**config.mk**
```make
export PLATFORM = sky130hd
export DESIGN_NAME = systolic_result_collector
export DESIGN_NICKNAME = d
export VERILOG_FILES = /design/src/rtl/systolic_result_collector_pkg.sv /design/src/rtl/systolic_result_collector_skew_delay.sv /design/src/rtl/systolic_result_collector.sv
export SDC_FILE = /design/constraint.sdc
export NUM_CORES = 1
export LEC_CHECK = 0
export CORE_ASPECT_RATIO = 1.1
export CORE_MARGIN = 2
export CORE_UTILIZATION = 32
export DETAILED_ROUTE_END_ITERATION = 10
export PLACE_DENSITY = 0.59
export SETUP_SLACK_MARGIN = 0.4
export SLEW_MARGIN = 40
export SYNTH_ARGS = -nofsm -noshare
export SYNTH_HDL_FRONTEND = slang
export SYNTH_SLANG_ARGS = --single-unit
```
**constraint.sdc**
```tcl
create_clock -name clk -period 9.4 [get_ports clk]
set_clock_uncertainty 0.05 [all_clocks]
set_input_delay 1.88 -clock clk [delete_from_list [all_inputs] [get_ports clk]]
set_output_delay 1.88 -clock clk [all_outputs]
set_load 0.05 [all_outputs]
```
**src/rtl/systolic_result_collector_pkg.sv**
```systemverilog
// Purpose: shared types and defaults for the systolic result collector.
// Latency: n/a (types, constants and a width helper only).
// Backpressure: n/a.
package systolic_result_collector_pkg;

    // Collector FSM encodings
    typedef enum logic [1:0] {
        IDLE    = 2'd0,
        CAPTURE = 2'd1,
        DRAIN   = 2'd2
    } state_e;

    // Default geometry, shared with systolic_array
    localparam int DEF_M          = 5;
    localparam int DEF_K          = 4;
    localparam int DEF_DATA_WIDTH = 8;

    // Index width for an n-entry array; never zero so M=1 still builds
    function automatic int idx_width(input int n);
        return (n > 1) ? $clog2(n) : 1;
    endfunction

endpackage

```
**src/rtl/systolic_result_collector_skew_delay.sv**
```systemverilog
// Purpose: DEPTH-stage shift register used to deskew one lane; DEPTH=0 is a plain wire.
// Latency: DEPTH cycles.
// Backpressure: none; shifts every cycle.
// Ports: clk, rst (async active-low), din/dout (DATA_WIDTH bits).
module systolic_result_collector_skew_delay #(
    parameter int DATA_WIDTH = 8,
    parameter int DEPTH      = 1
) (
    input  logic                  clk,
    input  logic                  rst,
    input  logic [DATA_WIDTH-1:0] din,
    output logic [DATA_WIDTH-1:0] dout
);

    if (DEPTH == 0) begin : g_wire
        // The last lane needs no delay; clk/rst are only tied off here
        logic unused_clk_rst;
        assign unused_clk_rst = clk ^ rst;
        assign dout           = din;
    end else begin : g_shift
        logic [DATA_WIDTH-1:0] stage_q [DEPTH];
        logic [DATA_WIDTH-1:0] stage_d [DEPTH];

        always_comb begin
            stage_d[0] = din;
            for (int i = 1; i < DEPTH; i++) begin
                stage_d[i] = stage_q[i-1];
            end
        end

        always_ff @(posedge clk or negedge rst) begin
            if (!rst) begin
                for (int i = 0; i < DEPTH; i++) begin
                    stage_q[i] <= '0;
                end
            end else begin
                stage_q <= stage_d;
            end
        end

        assign dout = stage_q[DEPTH-1];
    end

endmodule

```
**src/rtl/systolic_result_collector.sv**
```systemverilog
// Purpose: deskew the systolic array Y stream, buffer M aligned rows, drain them downstream.
// Latency: out_valid rises the cycle after edge t0+M+K-2 (t0 = edge sampling start).
// Backpressure: drain stalls on out_ready=0 with out_row held; capture cannot be stalled.
// Ports: clk, rst (async active-low), start, y_in (skewed lanes), out_row/out_valid/
//        out_ready/out_last (drain handshake), busy (not idle), overrun (sticky dropped start).
module systolic_result_collector
    import systolic_result_collector_pkg::*;
#(
    parameter int M          = DEF_M,
    parameter int K          = DEF_K,
    parameter int DATA_WIDTH = DEF_DATA_WIDTH
) (
    input  logic                    clk,
    input  logic                    rst,
    input  logic                    start,
    input  logic [DATA_WIDTH*K-1:0] y_in,
    output logic [DATA_WIDTH*K-1:0] out_row,
    output logic                    out_valid,
    input  logic                    out_ready,
    output logic                    out_last,
    output logic                    busy,
    output logic                    overrun
);

    localparam int RW = DATA_WIDTH * K;
    localparam int CW = $clog2(M + K);
    localparam int AW = idx_width(M);

    localparam logic [CW-1:0] LAST_CNT = CW'(M + K - 2);
    localparam logic [CW-1:0] FIRST_WR = CW'(K - 1);
    localparam logic [CW-1:0] LAST_ROW = CW'(M - 1);

    // Lane j is delayed K-1-j cycles so all lanes of a row line up
    logic [RW-1:0] aligned_row;

    for (genvar j = 0; j < K; j++) begin : g_lane
        systolic_result_collector_skew_delay #(
            .DATA_WIDTH (DATA_WIDTH),
            .DEPTH      (K - 1 - j)
        ) u_skew (
            .clk  (clk),
            .rst  (rst),
            .din  (y_in[DATA_WIDTH*j +: DATA_WIDTH]),
            .dout (aligned_row[DATA_WIDTH*j +: DATA_WIDTH])
        );
    end

    state_e        state_q, state_d;
    logic [CW-1:0] cnt_q, cnt_d;
    logic [CW-1:0] rd_ptr_q, rd_ptr_d;
    logic          overrun_q, overrun_d;
    logic [RW-1:0] buf_q [M];

    logic          handshake, final_hs, start_acc;
    logic [CW-1:0] cur_cnt;
    logic          wr_en;
    logic [AW-1:0] wr_idx;

    always_ff @(posedge clk or negedge rst) begin
        if (!rst) begin
            state_q   <= IDLE;
            cnt_q     <= '0;
            rd_ptr_q  <= '0;
            overrun_q <= 1'b0;
        end else begin
            state_q   <= state_d;
            cnt_q     <= cnt_d;
            rd_ptr_q  <= rd_ptr_d;
            overrun_q <= overrun_d;
        end
    end

    always_comb begin
        state_d   = state_q;
        cnt_d     = cnt_q;
        rd_ptr_d  = rd_ptr_q;
        overrun_d = overrun_q;
        wr_en     = 1'b0;
        wr_idx    = '0;

        handshake = (state_q == DRAIN) && out_ready;
        final_hs  = handshake && (rd_ptr_q == LAST_ROW);
        // A start landing on the final handshake is taken with no idle bubble
        start_acc = start && ((state_q == IDLE) || final_hs);
        // The accepting edge is capture count 0, so it may already write (K=1)
        cur_cnt   = start_acc ? '0 : cnt_q;

        if (start) begin
            overrun_d = !start_acc;
        end

        if (handshake) begin
            rd_ptr_d = rd_ptr_q + CW'(1);
            if (final_hs) begin
                state_d = IDLE;
            end
        end

        // Overrides the DRAIN->IDLE exit when a new matrix starts on that edge
        if (start_acc || (state_q == CAPTURE)) begin
            if (cur_cnt >= FIRST_WR) begin
                wr_en  = 1'b1;
                wr_idx = AW'(cur_cnt - FIRST_WR);
            end
            if (cur_cnt == LAST_CNT) begin
                state_d  = DRAIN;
                rd_ptr_d = '0;
            end else begin
                state_d = CAPTURE;
                cnt_d   = cur_cnt + CW'(1);
            end
        end
    end

    always_comb begin
        out_valid = (state_q == DRAIN);
        out_last  = out_valid && (rd_ptr_q == LAST_ROW);
        out_row   = out_valid ? buf_q[AW'(rd_ptr_q)] : '0;
        busy      = (state_q != IDLE);
        overrun   = overrun_q;
    end

    // Buffer contents are don't-care after reset, so no reset on the array
    always_ff @(posedge clk) begin
        if (wr_en) begin
            buf_q[wr_idx] <= aligned_row;
        end
    end

endmodule

```
# Yosys cells after proc, flatten, opt, wreduce, memory -nomap -nowiden
# Memory sizes are Yosys's and may differ from the RTL's.
# Cells that the tools add are included.
dict set report op_classes {
  addsub 3
  mul 0
  div 0
  order_cmp 1
  eq_ne 4
  shifts 0
  muxes 15
  bitwise_logic 1
  reduce_logical 13
}
# operator count
set ops {}
lappend ops {{two-way mux 32 bit} 1}
lappend ops {{two-way mux 4 bit} 4}
lappend ops {{adder 4 x 1 -> 4 bit, second input constant} 2}
lappend ops {{equality test 4 x 3 -> 1 bit, second input constant} 2}
lappend ops {{two-way mux 2 bit} 4}
lappend ops {{two-way mux 3 bit} 2}
lappend ops {{nonzero test 2 bit} 3}
lappend ops {{>= comparator 4 x 2 -> 1 bit, second input constant} 1}
lappend ops {{logical AND 1 bit} 4}
lappend ops {{two-way mux 1 bit} 4}
lappend ops {{AND reduction 2 bit} 2}
lappend ops {{subtractor 3 x 2 -> 3 bit, second input constant} 1}
lappend ops {{equality test 2 x 1 -> 1 bit, second input constant} 1}
lappend ops {{equality test 2 bit, second input constant} 1}
lappend ops {{zero test 2 bit} 1}
lappend ops {{logical OR 1 bit} 2}
lappend ops {{zero test 1 bit} 1}
lappend ops {{inverter 1 bit} 1}
dict set report word_totals {
  reg_bits 59
  latchBits 0
  ramBits 160
  rom_bits 0
  inputBits 36
  out_inout_bits 36
  word_cells 48
  n_memories 1
}
# name words word_bits read_ports rd_clocked_by_memory_dff write_ports line
set memory_table {}
lappend memory_table {buf_q 5 32 1 0 1 systolic_result_collector.sv:52} ;# logic [RW-1:0] buf_q [M];

# Logic depth before layout (Yosys ltp)
dict set report logic_depth {
  word_depth 11
  ltp_mapped 12
  ltp_nobuf 9
}

# Hierarchy
# From an unflattened synthesis, not the netlist that was laid out.
dict set report unflattened {
  cells_unflattened 459
  hier_area_um2 8111.5
}
# module instances cells_per_inst area_each_um2 seq_area_each_um2
set by_module_without_submodules {}
lappend by_module_without_submodules {systolic_result_collector 1 403 6850.3 5079.9}
lappend by_module_without_submodules {{systolic_result_collector_skew_delay (g_lane[0].u_skew)} 1 24 600.6 600.6}
lappend by_module_without_submodules {{systolic_result_collector_skew_delay (g_lane[1].u_skew)} 1 16 400.4 400.4}
lappend by_module_without_submodules {{systolic_result_collector_skew_delay (g_lane[2].u_skew)} 1 8 200.2 200.2}
lappend by_module_without_submodules {{systolic_result_collector_skew_delay (g_lane[3].u_skew)} 1 8 60.1 0.0}

# Worst setup path after synthesis
# No wires, ideal clock.
dict set report synth_path {
  path_type {input to register}
  from {input port out_ready}
  to {memory buf_q[1][0] (netlist name) (enable)}
  setup_time_ns 0.470
  arrival_time_ns 5.668
  t_required_ns 8.880
  slack_ns 3.212
  stages 8
  path_buffers 1
  path_cell_list {nand4b_2 a21o_2 and2_1 ha_1 clkbuf_2 xnor2_1 or3_1 a211oi_1}
}
dict set report synth_via {
  elab_chain_len 10
  elab_cells_between_ends 14
  classes_between {add/sub: 1; order compare: 1; mux: 7; reduce/logical: 5}
}
# item line
set synth_rtl {}
lappend synth_rtl {{start: declaration} systolic_result_collector.sv:19} ;# input logic out_ready,
lappend synth_rtl {{logical AND 1 bit *} systolic_result_collector.sv:81} ;# handshake = (state_q == DRAIN) && out_ready;
lappend synth_rtl {{logical AND 1 bit *} systolic_result_collector.sv:82} ;# final_hs = handshake && (rd_ptr_q == LAST_ROW);
lappend synth_rtl {{logical OR 1 bit *} systolic_result_collector.sv:84} ;# start_acc = start && ((state_q == IDLE) || final_hs);
lappend synth_rtl {{logical AND 1 bit *} systolic_result_collector.sv:84}
lappend synth_rtl {{two-way mux 4 bit} systolic_result_collector.sv:86} ;# cur_cnt = start_acc ? '0 : cnt_q;
lappend synth_rtl {{>= comparator 4 x 2 -> 1 bit} systolic_result_collector.sv:101} ;# if (cur_cnt >= FIRST_WR) begin
lappend synth_rtl {{two-way mux 1 bit} systolic_result_collector.sv:101}
lappend synth_rtl {{two-way mux 1 bit} systolic_result_collector.sv:100} ;# if (start_acc || (state_q == CAPTURE)) begin
lappend synth_rtl {{two-way mux 1 bit} systolic_result_collector.sv:125} ;# if (wr_en) begin
lappend synth_rtl {{two-way mux 1 bit (implied by the code)} systolic_result_collector.sv:126} ;# buf_q[wr_idx] <= aligned_row;
lappend synth_rtl {{end: declaration} systolic_result_collector.sv:52}
# Mark *: on every way between the ends. The rest lies on a longest branch, timed or not.

# Final worst setup path
dict set report layout_path {
  from {register state_q[1]}
  to {output port out_row[2]}
}
dict set report layout_via {
  elab_chain_len 2
}
# item line
set layout_rtl {}
lappend layout_rtl {{start: declaration} systolic_result_collector.sv:48} ;# state_e state_q, state_d;
lappend layout_rtl {{start signal: assignment} systolic_result_collector.sv:66} ;# state_q <= state_d;
lappend layout_rtl {{equality test 2 bit} systolic_result_collector.sv:116} ;# out_valid = (state_q == DRAIN);
lappend layout_rtl {{two-way mux 32 bit} systolic_result_collector.sv:118} ;# out_row = out_valid ? buf_q[AW'(rd_ptr_q)] : '0;
lappend layout_rtl {{end: declaration} systolic_result_collector.sv:17} ;# output logic [DATA_WIDTH*K-1:0] out_row,
# No other way between the ends.

==> results_dict.tcl <==
set metrics [dict create \
    status "finished, final reports clean" \
    period_needed_ps 5050 \
    clkTransAtPathRegs_ps 60 \
    fin_nets 495 \
    num_vias 3706 \
    slowest_stage "clkdlybuf4s50_1" \
    switchingPower_mw 1.03 \
    cp-start-kind "flip-flop" \
    cts_resized 0 \
    track_usage_pct 11.9 \
    synth-edff-count 160 \
    grt_pass1_vias 4120 \
    netlist.area_leader.share_pct 61.4 \
    placed_area_um2 9020 \
    drc 0 \
    hpwl_um 8950 \
    grt_max_degree 60 \
    power_leakage_nw 3.35 \
    p_seq_share_pct 40.7 \
    gp_congestion 0.710 \
    yosys_warnings 0 \
    synth_common_cells "edfxtp_1, dfrtp_1, a22o_1, mux4_2, nor2_1" \
    synthTopCellsByArea "edfxtp_1, dfrtp_1, mux4_2" \
    die_h_um 168 \
    yosys.area.top_type "edfxtp_1" \
    clockBufferDepth 3 \
    areaGrowthSynthToFinish_pct 25.1 \
    wirelength_um 14900 \
    rrSetupSlack_ps 5590 \
    holdPathStages 0 \
    htreeDepth 1 \
    crit_fanout 32 \
    synth-main-ff-cell "edfxtp_1" \
    dieArea_um2 25700 \
    fillCellCount 2144 \
    vias_per_cell 4.73 \
    cts.sinks 219 \
    finalNonFillerCells 783 \
    hold_path_class "flip-flop to flip-flop" \
    max_slew_margin_pct 46.1 \
    syn_nets 409 \
    synthMostInstantiatedCell "edfxtp_1" \
    crit_type "flip-flop to output port" \
    grt.overflow.total 0 \
    avgSynthCellArea_um2 21.1 \
    swShare_pct 32.3 \
    p_clk_share_pct 28.6 \
    ios 72 \
    cp.buffers_inverters 2 \
    async_reset_ff_share_pct 26.9 \
    end_kind "output port" \
    finalHoldViolCount 0 \
    max_freq_mhz 198 \
    worstPathArrival_ps 3120 \
    die_w_um 153 \
    ys_ff_latch 219 \
    cts_made_buffers 23 \
    max_stage_delay_ps 830 \
    rows 60 \
    p_int_mw 2.15 \
    min_to "g_lane[0].u_skew.g_shift.stage_d[7]" \
    min_period_over_period_pct 53.8 \
    r2r_end "buf_q[1][28]" \
    power_density_nw_per_um2 325 \
    yosysUniqueCellTypes 41 \
    clock-root-buffer "clkbuf_16" \
    vdd_drop_max_mv 0.153 \
    synth_cells 370 \
    ant_nets 0 \
    clk-insertion-delay-late_ps 500 \
    reg2regPathDepth 10 \
    place_ws_ps 4190 \
    maxSlewViolCount 0 \
    power_mw 3.18 \
    drv_cap 0 \
    cts_tree "done" \
    wl_per_cell_um 19.0 \
    fp.coreArea_um2 24200 \
    final_area_um2 9790 \
    finalSetupViolations 0 \
    place_inst 741 \
    first_pass_iters 4 \
    grt_first_pass_wirelength_um 24000 \
    post_cts_buffers 0 \
    path_cells "nand2b_1 > inv_2 > and2_2 > a22o_1 > clkdlybuf4s50_1" \
    io_buffers 71 \
    timing.rr.start "rd_ptr_q[1]" \
    synth_area_um2 7830 \
    hp-start "g_lane[0].u_skew.g_shift.stage_d[15]" \
    antenna_cells 0 \
    required_ps 7470 \
    layout-drive-gt1-share_pct 19.0 \
    worst_slew_pin_slew_ps 808 \
    antenna_found_initial 0 \
    p_comb_share_pct 30.7 \
    rsz0062_at_grt "no" \
    hold_buffers 0 \
    drt_iter0_drc 321 \
    crit_family "buffers and inverters" \
    worst_slack_ps 4350 \
    setup_tns_ps 0 \
    initial_core_util_pct 32.3 \
    synth_seq_area_share_pct 80.3 \
    cp.depth 5 \
]
cell type report:
cell class	instances	area [um^2]	area share (%)
multi-input combinational	128	1490	15.2
timing repair buffer	79	835	8.53
inverter	5	18.8	0.192
sequential	219	6290	64.2
clock buffer	27	591	6.03
tap	310	388	3.96
clock inverter	15	179	1.83
cells in the final DEF (no fill, tap or decap), drive strengths merged, types with 2 or more instances in the layout:
cell	Yosys	layout
edfxtp	160	160
clkdlybuf4s50	0	70
dfrtp	59	59
mux4	32	32
a22o	32	32
clkbuf	6	27
nor2	11	11
buf	12	9
clkinv	0	8
and2	6	6
inv	5	6
nand2b	4	4
or3	4	4
bufinv	0	4
a21oi	4	4
nand3	3	3
o21ai	3	3
ha	3	3
nand3b	2	2
xnor2	2	2
or2	2	2
a211oi	2	2
clkinvlp	0	2
nand4b	2	2
worst reg2reg max path: cells and delay by family, from the launching register on:
| family | cells | cell delay, ps |
|---|---|---|
| simple gates | 3 | 780 |
| xor+xnor | 1 | 230 |
| flops | 1 | 700 |
| compound gates | 2 | 570 |
| buf+inv | 2 | 610 |
| fa+ha+maj | 2 | 490 |
cell families after synthesis:
family / synth area share (%)
flip-flops: 80.3
buffers and inverters: 1.39
adder cells (fa/ha/maj): 0.480
AND/OR/NAND/NOR: 3.12
AO/OA/AOI/OAI: 4.92
multiplexers: 9.48
XOR/XNOR: 0.336
sequential cells by signal, indices dropped and copies added (netlist names):
name                           count
rd_ptr_q                           4
buf_q                            160
g_lane.u_skew.dout                24
cnt_q                              4
state_q                            2
overrun                            1
g_lane.u_skew.g_shift.stage_d     24
per-stage QoR:
step                utilization, %  hold WS (ps)
global placement              36.7           283
finish                        40.4           297
detailed placement            37.2           285
global route                  40.4           308
CTS                           40.4           299
floorplan                        -           281
how the worst max path moves through the flow:
stage / startpoint / endpoint / slack (ps)
2_1_floorplan: out_ready / buf_q[1][0] / 3210
3_3_place_gp: out_ready / buf_q[4][23] / 4220
3_5_place_dp: out_ready / buf_q[1][28] / 4190
4_1_cts: state_q[1] / out_row[3] / 4260
5_1_grt: state_q[1] / out_row[3] / 4120
6_report: state_q[1] / out_row[2] / 4350
power by group through the flow:
stage | clock (mW) | combinational (mW) | sequential, mW
2_1_floorplan | 0 | 0.706 | 1.26
3_3_place_gp | 0 | 0.961 | 1.30
3_5_place_dp | 0 | 0.996 | 1.31
4_1_cts | 0.939 | 1.00 | 1.29
5_1_grt | 0.979 | 1.05 | 1.31
6_report | 0.911 | 0.976 | 1.29
metal layers:
metal / GRT usage, % / wire [um] / vias up / share of wire, %
met4: 3.46 / 281 / 0 / 1.9
met5: 0 / 0 / - / 0
met3: 2.57 / 732 / 25 / 4.9
met1: 15.6 / 6380 / 1929 / 43
met2: 20.2 / 7470 / 93 / 50
li1: - / - / 1659 / -
(Power assumes the default switching activity.)
